<file path="src/rtl/fifo_wb_drain_pkg.sv">
// Shared definitions for the Wishbone FIFO drain engine: state encoding,
// slave register map, STATUS field layout and the bus-timeout length.
// The optional bus timeout is enabled with FIFO_WB_DRAIN_TIMEOUT_EN.
package fifo_wb_drain_pkg;

    // State encoding kept as plain constants for compatibility with older tools.
    typedef logic [2:0] state_t;

    localparam state_t S_IDLE      = 3'd0;
    localparam state_t S_POLL      = 3'd1;
    localparam state_t S_POLL_WAIT = 3'd2;
    localparam state_t S_READ      = 3'd3;
    localparam state_t S_READ_WAIT = 3'd4;
    localparam state_t S_OUT       = 3'd5;
    localparam state_t S_GAP       = 3'd6;
    localparam state_t S_ERROR     = 3'd7;

    // Byte offsets of the downstream FIFO slave registers.
    localparam logic [31:0] OFS_DATA   = 32'h0000_0000;
    localparam logic [31:0] OFS_STATUS = 32'h0000_0004;

    // STATUS register layout: empty flag and fill level.
    localparam int STAT_EMPTY_BIT = 0;
    localparam int STAT_LEVEL_LSB = 16;
    localparam int STAT_LEVEL_MSB = 31;

    // Number of wait-state cycles tolerated before a missing response is an error.
    localparam int TIMEOUT_CYCLES = 256;

    // A STATUS word announces data only when the level is non-zero and empty is clear.
    function automatic logic status_has_data(input logic [31:0] status);
        return (status[STAT_LEVEL_MSB:STAT_LEVEL_LSB] != 16'd0) && !status[STAT_EMPTY_BIT];
    endfunction

endpackage

</file>
<file path="src/rtl/fifo_wb_drain_obuf.sv">
// One-entry output holding register with valid/ready handshake. The word
// captured on load_i is presented until the consumer accepts it.
module fifo_wb_drain_obuf
    import fifo_wb_drain_pkg::*;
#(
    parameter int DATA_WIDTH = 32
) (
    input  logic                  wb_clk_i,
    input  logic                  wb_rst_i,
    input  logic                  load_i,
    input  logic [DATA_WIDTH-1:0] data_i,
    output logic [DATA_WIDTH-1:0] data_o,
    output logic                  valid_o,
    input  logic                  ready_i
);

    logic [DATA_WIDTH-1:0] data_q;
    logic                  valid_q;

    // Capture a new word on load, release it on a stream handshake.
    always_ff @(posedge wb_clk_i or posedge wb_rst_i) begin
        if (wb_rst_i) begin
            data_q  <= {DATA_WIDTH{1'b0}};
            valid_q <= 1'b0;
        end else if (load_i) begin
            data_q  <= data_i;
            valid_q <= 1'b1;
        end else if (valid_q && ready_i) begin
            valid_q <= 1'b0;
        end else begin
            valid_q <= valid_q;
        end
    end

    assign data_o  = data_q;
    assign valid_o = valid_q;

endmodule

</file>
<file path="src/rtl/fifo_wb_drain.sv">
// Wishbone master that drains a memory-mapped FIFO slave into a stream.
// It polls STATUS, reads DATA once per announced word and forwards each
// word through a one-entry output buffer. Only one bus cycle is ever
// outstanding. Define FIFO_WB_DRAIN_TIMEOUT_EN to turn a silent slave
// into a bus error after TIMEOUT_CYCLES wait cycles.
module fifo_wb_drain
    import fifo_wb_drain_pkg::*;
#(
    parameter int                    ADDR_WIDTH = 32,
    parameter int                    DATA_WIDTH = 32,
    parameter logic [ADDR_WIDTH-1:0] BASE_ADDR  = {ADDR_WIDTH{1'b0}},
    parameter int                    POLL_GAP   = 4
) (
    input  logic                    wb_clk_i,
    input  logic                    wb_rst_i,
    input  logic                    enable_i,
    output logic [ADDR_WIDTH-1:0]   m_wb_adr_o,
    input  logic [DATA_WIDTH-1:0]   m_wb_dat_i,
    output logic                    m_wb_we_o,
    output logic [DATA_WIDTH/8-1:0] m_wb_sel_o,
    output logic                    m_wb_cyc_o,
    output logic                    m_wb_stb_o,
    input  logic                    m_wb_ack_i,
    input  logic                    m_wb_err_i,
    input  logic                    m_wb_stall_i,
    output logic [DATA_WIDTH-1:0]   m_tdata,
    output logic                    m_tvalid,
    input  logic                    m_tready,
    output logic                    err_o,
    output logic [31:0]             count_o
);

    localparam int                    SEL_W      = DATA_WIDTH / 8;
    localparam logic [ADDR_WIDTH-1:0] ADR_STATUS = BASE_ADDR + ADDR_WIDTH'(OFS_STATUS);
    localparam logic [ADDR_WIDTH-1:0] ADR_DATA   = BASE_ADDR + ADDR_WIDTH'(OFS_DATA);
    localparam logic [15:0]           GAP_LAST   = 16'(POLL_GAP - 1);

    state_t                  state_q, state_d;
    logic                    cyc_q, cyc_d;
    logic                    stb_q, stb_d;
    logic [ADDR_WIDTH-1:0]   adr_q, adr_d;
    logic [SEL_W-1:0]        sel_q, sel_d;
    logic                    err_q, err_d;
    logic [31:0]             count_q, count_d;
    logic [15:0]             rem_q, rem_d;
    logic [15:0]             gap_q, gap_d;
    logic                    load_s;
    logic                    hs_s;
    logic                    tmo_s;
    logic                    bus_err_s;
    logic                    tvalid_s;
    logic [DATA_WIDTH-1:0]   tdata_s;

`ifdef FIFO_WB_DRAIN_TIMEOUT_EN
    localparam logic [7:0] TMO_LAST = 8'(TIMEOUT_CYCLES - 1);

    logic       wait_s;
    logic [7:0] tmo_q, tmo_d;

    assign wait_s = (state_q == S_POLL_WAIT) || (state_q == S_READ_WAIT);
    assign tmo_s  = wait_s && !m_wb_ack_i && (tmo_q == TMO_LAST);

    // Count consecutive wait cycles without a slave response.
    always_comb begin
        tmo_d = 8'd0;
        if (wait_s && !m_wb_ack_i && !m_wb_err_i) begin
            tmo_d = tmo_q + 8'd1;
        end else begin
            tmo_d = 8'd0;
        end
    end

    // Timeout counter register.
    always_ff @(posedge wb_clk_i or posedge wb_rst_i) begin
        if (wb_rst_i) begin
            tmo_q <= 8'd0;
        end else begin
            tmo_q <= tmo_d;
        end
    end
`else
    assign tmo_s = 1'b0;
`endif

    assign bus_err_s = m_wb_err_i | tmo_s;
    assign hs_s      = tvalid_s & m_tready;

    // Master FSM: sequences STATUS polls, DATA reads and stream hand-off.
    always_comb begin
        state_d = state_q;
        cyc_d   = cyc_q;
        stb_d   = stb_q;
        adr_d   = adr_q;
        err_d   = err_q;
        count_d = count_q;
        rem_d   = rem_q;
        gap_d   = gap_q;
        load_s  = 1'b0;

        case (state_q)
            S_IDLE: begin
                if (enable_i) begin
                    state_d = S_POLL;
                    cyc_d   = 1'b1;
                    stb_d   = 1'b1;
                    adr_d   = ADR_STATUS;
                end else begin
                    cyc_d = 1'b0;
                    stb_d = 1'b0;
                end
            end

            S_POLL: begin
                // The request is raised on entry; it is accepted once stall is low.
                if (!m_wb_stall_i) begin
                    stb_d   = 1'b0;
                    state_d = S_POLL_WAIT;
                end else begin
                    stb_d = 1'b1;
                end
            end

            S_POLL_WAIT: begin
                if (bus_err_s) begin
                    cyc_d   = 1'b0;
                    stb_d   = 1'b0;
                    err_d   = 1'b1;
                    state_d = S_ERROR;
                end else if (m_wb_ack_i) begin
                    cyc_d = 1'b0;
                    rem_d = m_wb_dat_i[STAT_LEVEL_MSB:STAT_LEVEL_LSB];
                    gap_d = 16'd0;
                    if (status_has_data(m_wb_dat_i[31:0])) begin
                        state_d = S_READ;
                    end else begin
                        state_d = S_GAP;
                    end
                end else begin
                    cyc_d = 1'b1;
                end
            end

            S_READ: begin
                // Coming from a STATUS ack the bus is idle for one cycle first.
                if (!cyc_q) begin
                    cyc_d = 1'b1;
                    stb_d = 1'b1;
                    adr_d = ADR_DATA;
                end else if (!m_wb_stall_i) begin
                    stb_d   = 1'b0;
                    state_d = S_READ_WAIT;
                end else begin
                    stb_d = 1'b1;
                end
            end

            S_READ_WAIT: begin
                if (bus_err_s) begin
                    cyc_d   = 1'b0;
                    stb_d   = 1'b0;
                    err_d   = 1'b1;
                    state_d = S_ERROR;
                end else if (m_wb_ack_i) begin
                    cyc_d   = 1'b0;
                    load_s  = 1'b1;
                    state_d = S_OUT;
                end else begin
                    cyc_d = 1'b1;
                end
            end

            S_OUT: begin
                // The next DATA read starts only on the edge that empties the buffer.
                if (hs_s) begin
                    count_d = count_q + 32'd1;
                    rem_d   = rem_q - 16'd1;
                    if (rem_q > 16'd1) begin
                        state_d = S_READ;
                        cyc_d   = 1'b1;
                        stb_d   = 1'b1;
                        adr_d   = ADR_DATA;
                    end else if (enable_i) begin
                        state_d = S_POLL;
                        cyc_d   = 1'b1;
                        stb_d   = 1'b1;
                        adr_d   = ADR_STATUS;
                    end else begin
                        state_d = S_IDLE;
                    end
                end else begin
                    state_d = S_OUT;
                end
            end

            S_GAP: begin
                if (gap_q == GAP_LAST) begin
                    gap_d = 16'd0;
                    if (enable_i) begin
                        state_d = S_POLL;
                        cyc_d   = 1'b1;
                        stb_d   = 1'b1;
                        adr_d   = ADR_STATUS;
                    end else begin
                        state_d = S_IDLE;
                    end
                end else begin
                    gap_d = gap_q + 16'd1;
                end
            end

            S_ERROR: begin
                cyc_d = 1'b0;
                stb_d = 1'b0;
                if (!enable_i) begin
                    err_d   = 1'b0;
                    state_d = S_IDLE;
                end else begin
                    err_d = 1'b1;
                end
            end

            default: begin
                state_d = S_IDLE;
                cyc_d   = 1'b0;
                stb_d   = 1'b0;
            end
        endcase

        if (cyc_d) begin
            sel_d = {SEL_W{1'b1}};
        end else begin
            sel_d = {SEL_W{1'b0}};
        end
    end

    // State and registered bus outputs; reset drops the bus immediately.
    always_ff @(posedge wb_clk_i or posedge wb_rst_i) begin
        if (wb_rst_i) begin
            state_q <= S_IDLE;
            cyc_q   <= 1'b0;
            stb_q   <= 1'b0;
            adr_q   <= {ADDR_WIDTH{1'b0}};
            sel_q   <= {SEL_W{1'b0}};
            err_q   <= 1'b0;
            count_q <= 32'd0;
            rem_q   <= 16'd0;
            gap_q   <= 16'd0;
        end else begin
            state_q <= state_d;
            cyc_q   <= cyc_d;
            stb_q   <= stb_d;
            adr_q   <= adr_d;
            sel_q   <= sel_d;
            err_q   <= err_d;
            count_q <= count_d;
            rem_q   <= rem_d;
            gap_q   <= gap_d;
        end
    end

    fifo_wb_drain_obuf #(
        .DATA_WIDTH (DATA_WIDTH)
    ) u_obuf (
        .wb_clk_i (wb_clk_i),
        .wb_rst_i (wb_rst_i),
        .load_i   (load_s),
        .data_i   (m_wb_dat_i),
        .data_o   (tdata_s),
        .valid_o  (tvalid_s),
        .ready_i  (m_tready)
    );

    assign m_wb_adr_o = adr_q;
    assign m_wb_we_o  = 1'b0;
    assign m_wb_sel_o = sel_q;
    assign m_wb_cyc_o = cyc_q;
    assign m_wb_stb_o = stb_q;
    assign m_tdata    = tdata_s;
    assign m_tvalid   = tvalid_s;
    assign err_o      = err_q;
    assign count_o    = count_q;

endmodule
</file>
<file path="config.mk">
export PLATFORM = sky130hd
export DESIGN_NAME = fifo_wb_drain
export DESIGN_NICKNAME = d
export VERILOG_FILES = /design/src/rtl/fifo_wb_drain_pkg.sv /design/src/rtl/fifo_wb_drain_obuf.sv /design/src/rtl/fifo_wb_drain.sv
export SDC_FILE = /design/constraint.sdc
export NUM_CORES = 1
export LEC_CHECK = 0
export CAP_MARGIN = 25
export CORE_MARGIN = 2
export CORE_UTILIZATION = 50
export CTS_CLUSTER_SIZE = 16
export DETAILED_ROUTE_END_ITERATION = 8
export PLACE_DENSITY_LB_ADDON = 0.3
export SYNTH_ARGS = -nofsm -noshare
export SYNTH_HDL_FRONTEND = slang
export SYNTH_SLANG_ARGS = --single-unit
</file>
<file path="constraint.sdc">
create_clock -name wb_clk_i -period 6.35 [get_ports wb_clk_i]
set_clock_uncertainty 0.2 [all_clocks]
set_input_delay 1.27 -clock wb_clk_i [delete_from_list [all_inputs] [get_ports wb_clk_i]]
set_output_delay 1.27 -clock wb_clk_i [all_outputs]
set_load 0.05 [all_outputs]
</file>
==> flow_summary.yaml, run 1 <==
yosys:
  syn-num-nets: 622
  synth_edf_count: 0
  yosys_warnings: 0
  ys_ff_latch: 135
  ys_seq_area_share_pct: 54.7
  syn_area_per_cell_um2: 10.7
  netlist_instances: 579
  mappedNetlistArea_um2: 6180
  ys_types: 58
  synthArstFlopShare_pct: 100
  synth_ff_type: "dfrtp_1"
final_layout:
  drive_above_1_share_pct: 9.66
  finish.utilization_pct: 69.0
  diodes: 0
  areaGrowthSynthToFinish_pct: 34.7
  layout_common_cells: "clkdlybuf4s50_1, dfrtp_1, nor2_1"
  final_area_um2: 8320
  final_net_count: 755
  layout_commonest_cell: "clkdlybuf4s50_1"
clocking:
  path_clk_slew_ns: 0.06
  insertion_delay_ns: 0.41
  htree_num_levels: 4
  ctsResizeCount: 0
  cts_sinks: 135
  clk_path_buf_depth: 2
  postCtsSetupBuffers: 0
  cts_tree: "done"
  cts_root_buf: "clkbuf_16"
  cts_buffers: 17
  ctsHoldBuffers: 0
pwr:
  cellPowerDensity_nw_per_um2: 442
  p_comb_share_pct: 39.0
  p_switching_uw: 1460
  power_frac_clock_pct: 27.0
  p_leak_uw: 0.00357
  peakVddDrop_v: 0.000336
  sw_frac_of_total_pct: 39.7
  p_int_uw: 2220
  seq_power_share_pct: 34.0
critical_path:
  critical_path_buf_inv_count: 0
  max_stage_delay_ns: 0.92
  crit_fanout: 31
  slowest_stage: "and3b_1"
  cp-end-kind: "flip-flop"
  arrival_ns: 3.38
  ff2ff_setup_slack_ns: 3.02
  critPathKind: "reg2reg"
  required_ns: 6.40
  path_cells: "and3b_1 > o21a_1 > o211a_1 > nor2b_1"
  critPathLaunchType: "flip-flop"
  cp_top_family: "compound AO/OA/AOI/OAI gates"
placement:
  dpl_worst_slack_ns: 2.78
  port_buffers: 142
  place_area_um2: 7690
  dp_hpwl_um: 9960
  place.gp.congestion: 0.917
die:
  io_pins: 144
  coreArea_um2: 12100
  rows: 40
  die_w_um: 115
  dieArea_um2: 13300
  initial_utilization_pct: 51.2
  die_y_um: 115
timing:
  slew_viol_final: 0
  fmax_mhz: 300
  period_needed_ns: 3.33
  fin_ws_ns: 3.02
  relSlewSlack_pct: 35.2
  fin_tns_setup_ns: 0
  rsz0062_at_grt: "no"
  whs_ns: 0.283
  hold_viol_final: 0
  worst_pin_slew_ns: 0.973
  setup_viol: 0
  fin_crit_sh_pct: 52.5
global_route:
  grt_usage_pct: 22.4
  grt_pass1_vias: 4747
  grt_pass1_wl_um: 23300
  grt_max_degree: 78
  grt_overflow: 0
  antenna_found_initial: 0
detailed_routing:
  drt-initial-drc-count: 334
  wl_per_cell_um: 16.0
  drtPass1Iterations: 4
  detail-route-antenna-nets: 0
  drc: 0
  vias: 4856
  viasPerCell: 5.44
  routed_wl_um: 14300
min_path:
  hold_path.class: "reg2reg"
run_status:
  status: "completed"
run:
  maxCapViolations: 0
==> sequential cells by signal (all words and copies together), names as in the netlist, named ones only <==
name            cells
gap_q              16
m_wb_stb_o          1
rem_q              16
state_q             3
err_o               1
count_o            32
m_wb_adr_o         32
u_obuf.valid_o      1
u_obuf.data_o      32
==> layout make-up <==
type                            count  area, um^2
Fill cell                         888        3740
Clock buffer                       25         485
Tap cell                          168         210
Sequential cell                   135        3380
Multi-Input combinational cell    397        2600
Inverter                           15        58.8
Timing Repair Buffer              146        1470
Clock inverter                      7         116
==> routing by layer <==
metal / global-route usage [%] / routed length [um] / vias to the layer above
met1: 28.3 / 6140 / 2394
li1: - / - / 2301
met2: 37.8 / 7220 / 144
met5: 0 / 0 / -
met3: 5.80 / 717 / 17
met4: 7.63 / 219 / 0
==> cell usage after synthesis, types with 6 or more instances <==
master	n	area, um^2
clkbuf_1	23	86.3
xnor2_1	36	315
or3_1	6	37.5
nor2b_1	38	238
xor2_1	7	61.3
nand2_1	32	120
nand3_1	22	110
nor4_1	9	56.3
nor3_1	13	65.1
o21ai_0	30	150
inv_1	15	56.3
dfrtp_1	135	3380
nand4_1	7	43.8
mux2_2	33	372
a21oi_1	28	140
nor2_1	49	184
==> power groups by stage <==
stage,Clock [uW],Sequential [uW],Combinational [uW]
6_report,994,1250,1430
5_1_grt,1050,1280,1540
4_1_cts,1010,1240,1440
3_5_place_dp,0,1250,1430
3_3_place_gp,0,1240,1400
2_1_floorplan,0,1610,655
==> worst reg2reg max path: cells and delay by family (launching register included) <==
kind	cells	cell delay, ns
AO/OA/AOI/OAI	2	1.11
AND/OR/NAND/NOR	2	1.06
flip-flops	1	0.79
==> stage by stage <==
step / total power (uW) / std cells
2_1_floorplan: 2260 / 579
3_3_place_gp: 2650 / 859
3_5_place_dp: 2690 / 860
4_1_cts: 3690 / 892
5_1_grt: 3870 / 893
6_report: 3680 / 893
==> path summary, 6_finish.rpt <==
kind	start	endpoint	cells past startpoint
max in group asynchronous	wb_rst_i	rem_q[1]	4
min in group asynchronous	wb_rst_i	m_wb_adr_o[7]	2
max reg2reg	state_q[2]	m_wb_adr_o[12]	4
min reg2reg	count_o[31]	count_o[31]	1
max	state_q[2]	m_wb_adr_o[12]	4
min	count_o[31]	count_o[31]	1
==> cells by family (layout without fill, tap and decap cells) <==
kind of cell	Yosys count	in the layout	synth area share [%]
and+or+nand+nor	212	212	18.4
DFF	135	135	54.7
AOI/OAI and AO/OA	103	103	10.6
buffers and inverters	47	193	3.22
xor gates and xnor gates	43	43	6.10
muxes	34	34	6.18
adders and majority gates	4	4	0.810
other	1	1	0.0607
(Power assumes the default switching activity.)
==> run 2: changes to the inputs <==
--- a/config.mk
+++ b/config.mk
@@ -7,7 +7,7 @@
 export LEC_CHECK = 0
 export CAP_MARGIN = 25
 export CORE_MARGIN = 2
-export CORE_UTILIZATION = 50
+export CORE_UTILIZATION = 45
 export CTS_CLUSTER_SIZE = 16
 export DETAILED_ROUTE_END_ITERATION = 8
 export PLACE_DENSITY_LB_ADDON = 0.3
==> constraint.sdc (replaced) <==
create_clock -name wb_clk_i -period 3 [get_ports wb_clk_i]
set_clock_uncertainty 0.2 [all_clocks]
set_input_delay 0.6 -clock wb_clk_i [delete_from_list [all_inputs] [get_ports wb_clk_i]]
set_output_delay 0.6 -clock wb_clk_i [all_outputs]
set_load 0.05 [all_outputs]
==> flow_summary.yaml, run 2 (synthesized netlist as in run 1, its figures left out) <==
global_route:
  grt_max_degree: 57
  grt.busiest_layer: "met2"
  grt_usage_pct: 21.3
  grt_util_met3_pct: 4.61
  antenna_found_initial: 0
  met2_usage_pct: 35.0
  grt_overflow: 0
  met1_usage_pct: 27.3
  grt_pass1_vias: 5014
  grt_pass1_wl_um: 24800
min_path:
  hold_path.class: "reg2reg"
timing:
  setup_viol: 0
  slew_viol_final: 0
  period_needed_ns: 2.53
  worst_pin_slew_ns: 0.574
  fin_tns_setup_ns: 0
  hold_viol_final: 0
  rsz0062_at_grt: "no"
  fmax_mhz: 396
  fin_crit_sh_pct: 84.2
  relSlewSlack_pct: 61.6
critical_path:
  critPathKind: "reg2out"
  required_ns: 2.20
  path_cells: "clkdlybuf4s50_1"
  slowest_stage: "clkdlybuf4s50_1"
  cp-end-kind: "output pin"
  crit_fanout: 8
  arrival_ns: 1.73
  critical_path_buf_inv_count: 1
  critPathLaunchType: "flip-flop"
  max_stage_delay_ns: 0.85
  cp_top_family: "buffers and inverters"
die:
  initial_utilization_pct: 46.3
  dieArea_um2: 14700
  die_w_um: 121
  rows: 42
  die_y_um: 121
  io_pins: 144
  coreArea_um2: 13300
clocking:
  ctsResizeCount: 0
  cts_root_buf: "clkbuf_16"
  clk_path_buf_depth: 2
  insertion_delay_ns: 0.41
  path_clk_slew_ns: 0.06
  postCtsSetupBuffers: 0
  cts_tree: "done"
  cts_buffers: 17
  cts_sinks: 135
  ctsHoldBuffers: 0
  htree_num_levels: 4
final_layout:
  areaGrowthSynthToFinish_pct: 37.0
  layout_commonest_cell: "clkdlybuf4s50_1"
  diodes: 0
  fin_cells: 915
  regArea_um2: 3380
  layout_common_cells: "clkdlybuf4s50_1, dfrtp_1, nor2_1"
  multiInputGateArea_um2: 2600
  final_net_count: 769
  drive_above_1_share_pct: 11.8
  fillers: 1081
detailed_routing:
  viasPerCell: 5.38
  drtPass1Iterations: 5
  vias: 4927
  detail-route-antenna-nets: 0
  drt-initial-drc-count: 385
  wl_per_cell_um: 16.0
  routed_wl_um: 14700
  drc: 0
placement:
  dp_hpwl_um: 10600
  port_buffers: 142
  numPlacedInstances: 883
  place.gp.congestion: 0.882
pwr:
  peakVddDrop_v: 0.000701
  p_leak_uw: 0.00365
  cellPowerDensity_nw_per_um2: 937
run:
  maxCapViolations: 0
run_status:
  status: "completed"
run 2: cell types whose count changed in the layout (fill, tap and decap cells not counted), moves of 3 or more:
cell / change
buf_12: +3
buf_4: +12
clkbuf_1: -3
clkinv_4: +3
run 2: per-stage QoR:
| step | power [uW] | util [%] | hold WS (ns) | area [um^2] | setup WS [ns] |
|---|---|---|---|---|---|
| 2_1_floorplan | 4790 | - | 0.270 | 6180 | 0.521 |
| 3_3_place_gp | 5710 | 58.8 | 0.267 | 7850 | 0.258 |
| 3_5_place_dp | 5820 | 58.8 | 0.271 | 7850 | 0.197 |
| 4_1_cts | 7970 | 63.4 | 0.279 | 8460 | 0.451 |
| 5_1_grt | 8350 | 63.4 | 0.293 | 8460 | 0.311 |
| 6_report | 7930 | 63.4 | 0.282 | 8460 | 0.474 |
run 2: area by class of cell:
class,instances,area share [%]
flip-flops and latches,135,39.9
multi-input cells,397,30.7
repair buffers,160,18.8
clock buffers,21,5.44
well taps,176,2.60
clock inverters,11,1.74
inverters,15,0.710
run 2: path summary, 6_finish.rpt:
check / startpoint / to / slack, ns / depth (start not counted)
max: flip-flop / m_wb_sel_o[1] / 0.47 / 1
max in group asynchronous: wb_rst_i / count_o[4] / 1.54 / 3
min reg2reg: count_o[31] / count_o[31] / 0.28 / 1
min: count_o[31] / count_o[31] / 0.28 / 1
min in group asynchronous: wb_rst_i / u_obuf.data_o[14] / 0.36 / 2
max reg2reg: rem_q[11] / m_wb_adr_o[9] / 0.50 / 6
run 2: per-layer routing:
layer / up-vias / wire length, um / share of wire [%]
met2: 167 / 7420 / 51
met5: - / 0 / 0
met4: 0 / 352 / 2.4
met3: 29 / 679 / 4.6
met1: 2403 / 6210 / 42
li1: 2328 / - / -
run 2: where the power goes:
group,total (uW),switching (uW),internal (uW),leakage (uW)
combinational,3230,2050,1180,0.00158
sequential,2580,350,2230,0.00177
clock,2110,762,1350,0.000297
==> run 3: changes to the inputs <==
--- a/config.mk
+++ b/config.mk
@@ -7,7 +7,7 @@
 export LEC_CHECK = 0
 export CAP_MARGIN = 25
 export CORE_MARGIN = 2
-export CORE_UTILIZATION = 45
+export CORE_UTILIZATION = 50
 export CTS_CLUSTER_SIZE = 16
 export DETAILED_ROUTE_END_ITERATION = 8
 export PLACE_DENSITY_LB_ADDON = 0.3
==> constraint.sdc (replaced) <==
create_clock -name wb_clk_i -period 2.5 [get_ports wb_clk_i]
set_clock_uncertainty 0.2 [all_clocks]
set_input_delay 0.5 -clock wb_clk_i [delete_from_list [all_inputs] [get_ports wb_clk_i]]
set_output_delay 0.5 -clock wb_clk_i [all_outputs]
set_load 0.05 [all_outputs]
==> flow_summary.yaml, run 3 (synthesized netlist as in run 1, its figures left out) <==
min_path:
  hold_path.class: "in2async"
final_layout:
  layout_commonest_cell: "clkdlybuf4s50_1"
  finish.utilization_pct: 71.5
  layout_common_cells: "clkdlybuf4s50_1, dfrtp_1, nor2_1"
  drive_above_1_share_pct: 14.9
  final_net_count: 788
  areaGrowthSynthToFinish_pct: 39.6
  diodes: 0
  final_area_um2: 8620
detailed_routing:
  wl_per_cell_um: 16.2
  routed_wl_um: 15000
  viasPerCell: 5.43
  drtPass1Iterations: 4
  drc: 0
  detail-route-antenna-nets: 0
  drt-initial-drc-count: 412
  vias: 5029
clocking:
  clk_path_buf_depth: 2
  path_clk_slew_ns: 0.06
  cts_root_buf: "clkbuf_16"
  cts_sinks: 135
  cts_tree: "done"
  ctsHoldBuffers: 0
  insertion_delay_ns: 0.42
  postCtsSetupBuffers: 0
  ctsResizeCount: 0
  htree_num_levels: 4
  cts_buffers: 17
timing:
  rsz0062_at_grt: "no"
  worst_pin_slew_ns: 0.595
  fmax_mhz: 414
  setup_viol: 0
  relSlewSlack_pct: 60.3
  hold_viol_final: 0
  fin_crit_sh_pct: 96.6
  period_needed_ns: 2.42
  slew_viol_final: 0
pwr:
  p_leak_uw: 0.00377
  sw_frac_of_total_pct: 40.2
  power_frac_clock_pct: 26.4
  p_comb_share_pct: 41.8
  seq_power_share_pct: 31.8
  cellPowerDensity_nw_per_um2: 1120
  p_int_uw: 5750
  p_switching_uw: 3870
  peakVddDrop_v: 0.000828
critical_path:
  cp_top_family: "buffers and inverters"
  critical_path_buf_inv_count: 1
  timing.rr.start: "rem_q[1]"
  crit_fanout: 8
  cp-end-kind: "output pin"
  crit_end: "m_wb_sel_o[2]"
  path_cells: "clkdlybuf4s50_1"
  cp.depth: 1
  critPathLaunchType: "flip-flop"
  required_ns: 1.80
  max_stage_delay_ns: 0.84
  slowest_stage: "clkdlybuf4s50_1"
  critPathKind: "reg2out"
  worstRegToRegCells: 7
  r2r-end: "rem_q[12]"
  arrival_ns: 1.72
  ff2ff_setup_slack_ns: 0.11
die:
  initial_utilization_pct: 51.2
  rows: 40
  coreArea_um2: 12100
  die_w_um: 115
  io_pins: 144
  dieArea_um2: 13300
  die_y_um: 115
run_status:
  status: "completed"
run:
  maxCapViolations: 0
placement:
  place.gp.congestion: 0.864
  dp_hpwl_um: 10600
  place_area_um2: 7990
  port_buffers: 142
global_route:
  grt_overflow: 0
  grt_pass1_wl_um: 24900
  grt_max_degree: 56
  antenna_found_initial: 0
  grt_usage_pct: 23.9
  grt_pass1_vias: 5009
-- run 3: stage by stage --
| stage | setup TNS, ns | hold slack [ns] | worst slack (ns) | cells | total power [uW] |
|---|---|---|---|---|---|
| after floorplan | 0 | 0.270 | 0.105 | 579 | 5750 |
| after global placement | -0.891 | 0.266 | -0.155 | 894 | 6950 |
| after detailed placement | -1.93 | 0.285 | -0.183 | 894 | 7050 |
| after CTS | 0 | 0.210 | 0.0302 | 926 | 9650 |
| after global routing | 0 | 0.237 | 0.00599 | 926 | 10100 |
| final | 0 | 0.212 | 0.0846 | 926 | 9620 |
-- run 3: cell type report --
class	count	area [um^2]
Fill cell	873	3440
Inverter	15	60.1
Multi-Input combinational cell	397	2620
Clock inverter	14	175
Timing Repair Buffer	179	1750
Sequential cell	135	3380
Tap cell	168	210
Clock buffer	18	429
-- run 3: worst min-delay path by stage --
stage / end / slack (ns) / start
2_1_floorplan: rem_q[7] / 0.27 / rem_q[7]
3_3_place_gp: count_o[31] / 0.27 / count_o[31]
3_5_place_dp: m_wb_adr_o[27] / 0.29 / m_wb_adr_o[27]
4_1_cts: u_obuf.data_o[8] / 0.21 / wb_rst_i
5_1_grt: u_obuf.data_o[8] / 0.24 / wb_rst_i
6_report: u_obuf.data_o[8] / 0.21 / wb_rst_i
-- run 3: power by group through the flow --
stage / clock network [uW] / registers (uW) / logic, uW
finish: 2540 / 3060 / 4020
global placement: 0 / 3040 / 3900
global route: 2690 / 3130 / 4320
CTS: 2600 / 3050 / 4000
floorplan: 0 / 4080 / 1660
detailed placement: 0 / 3070 / 3980
-- run 3: per-layer routing --
| layer | track usage, % | wire [um] |
|---|---|---|
| met5 | 0 | 0 |
| met4 | 9.80 | 301 |
| met3 | 5.85 | 734 |
| met2 | 37.4 | 7440 |
| met1 | 32.2 | 6500 |
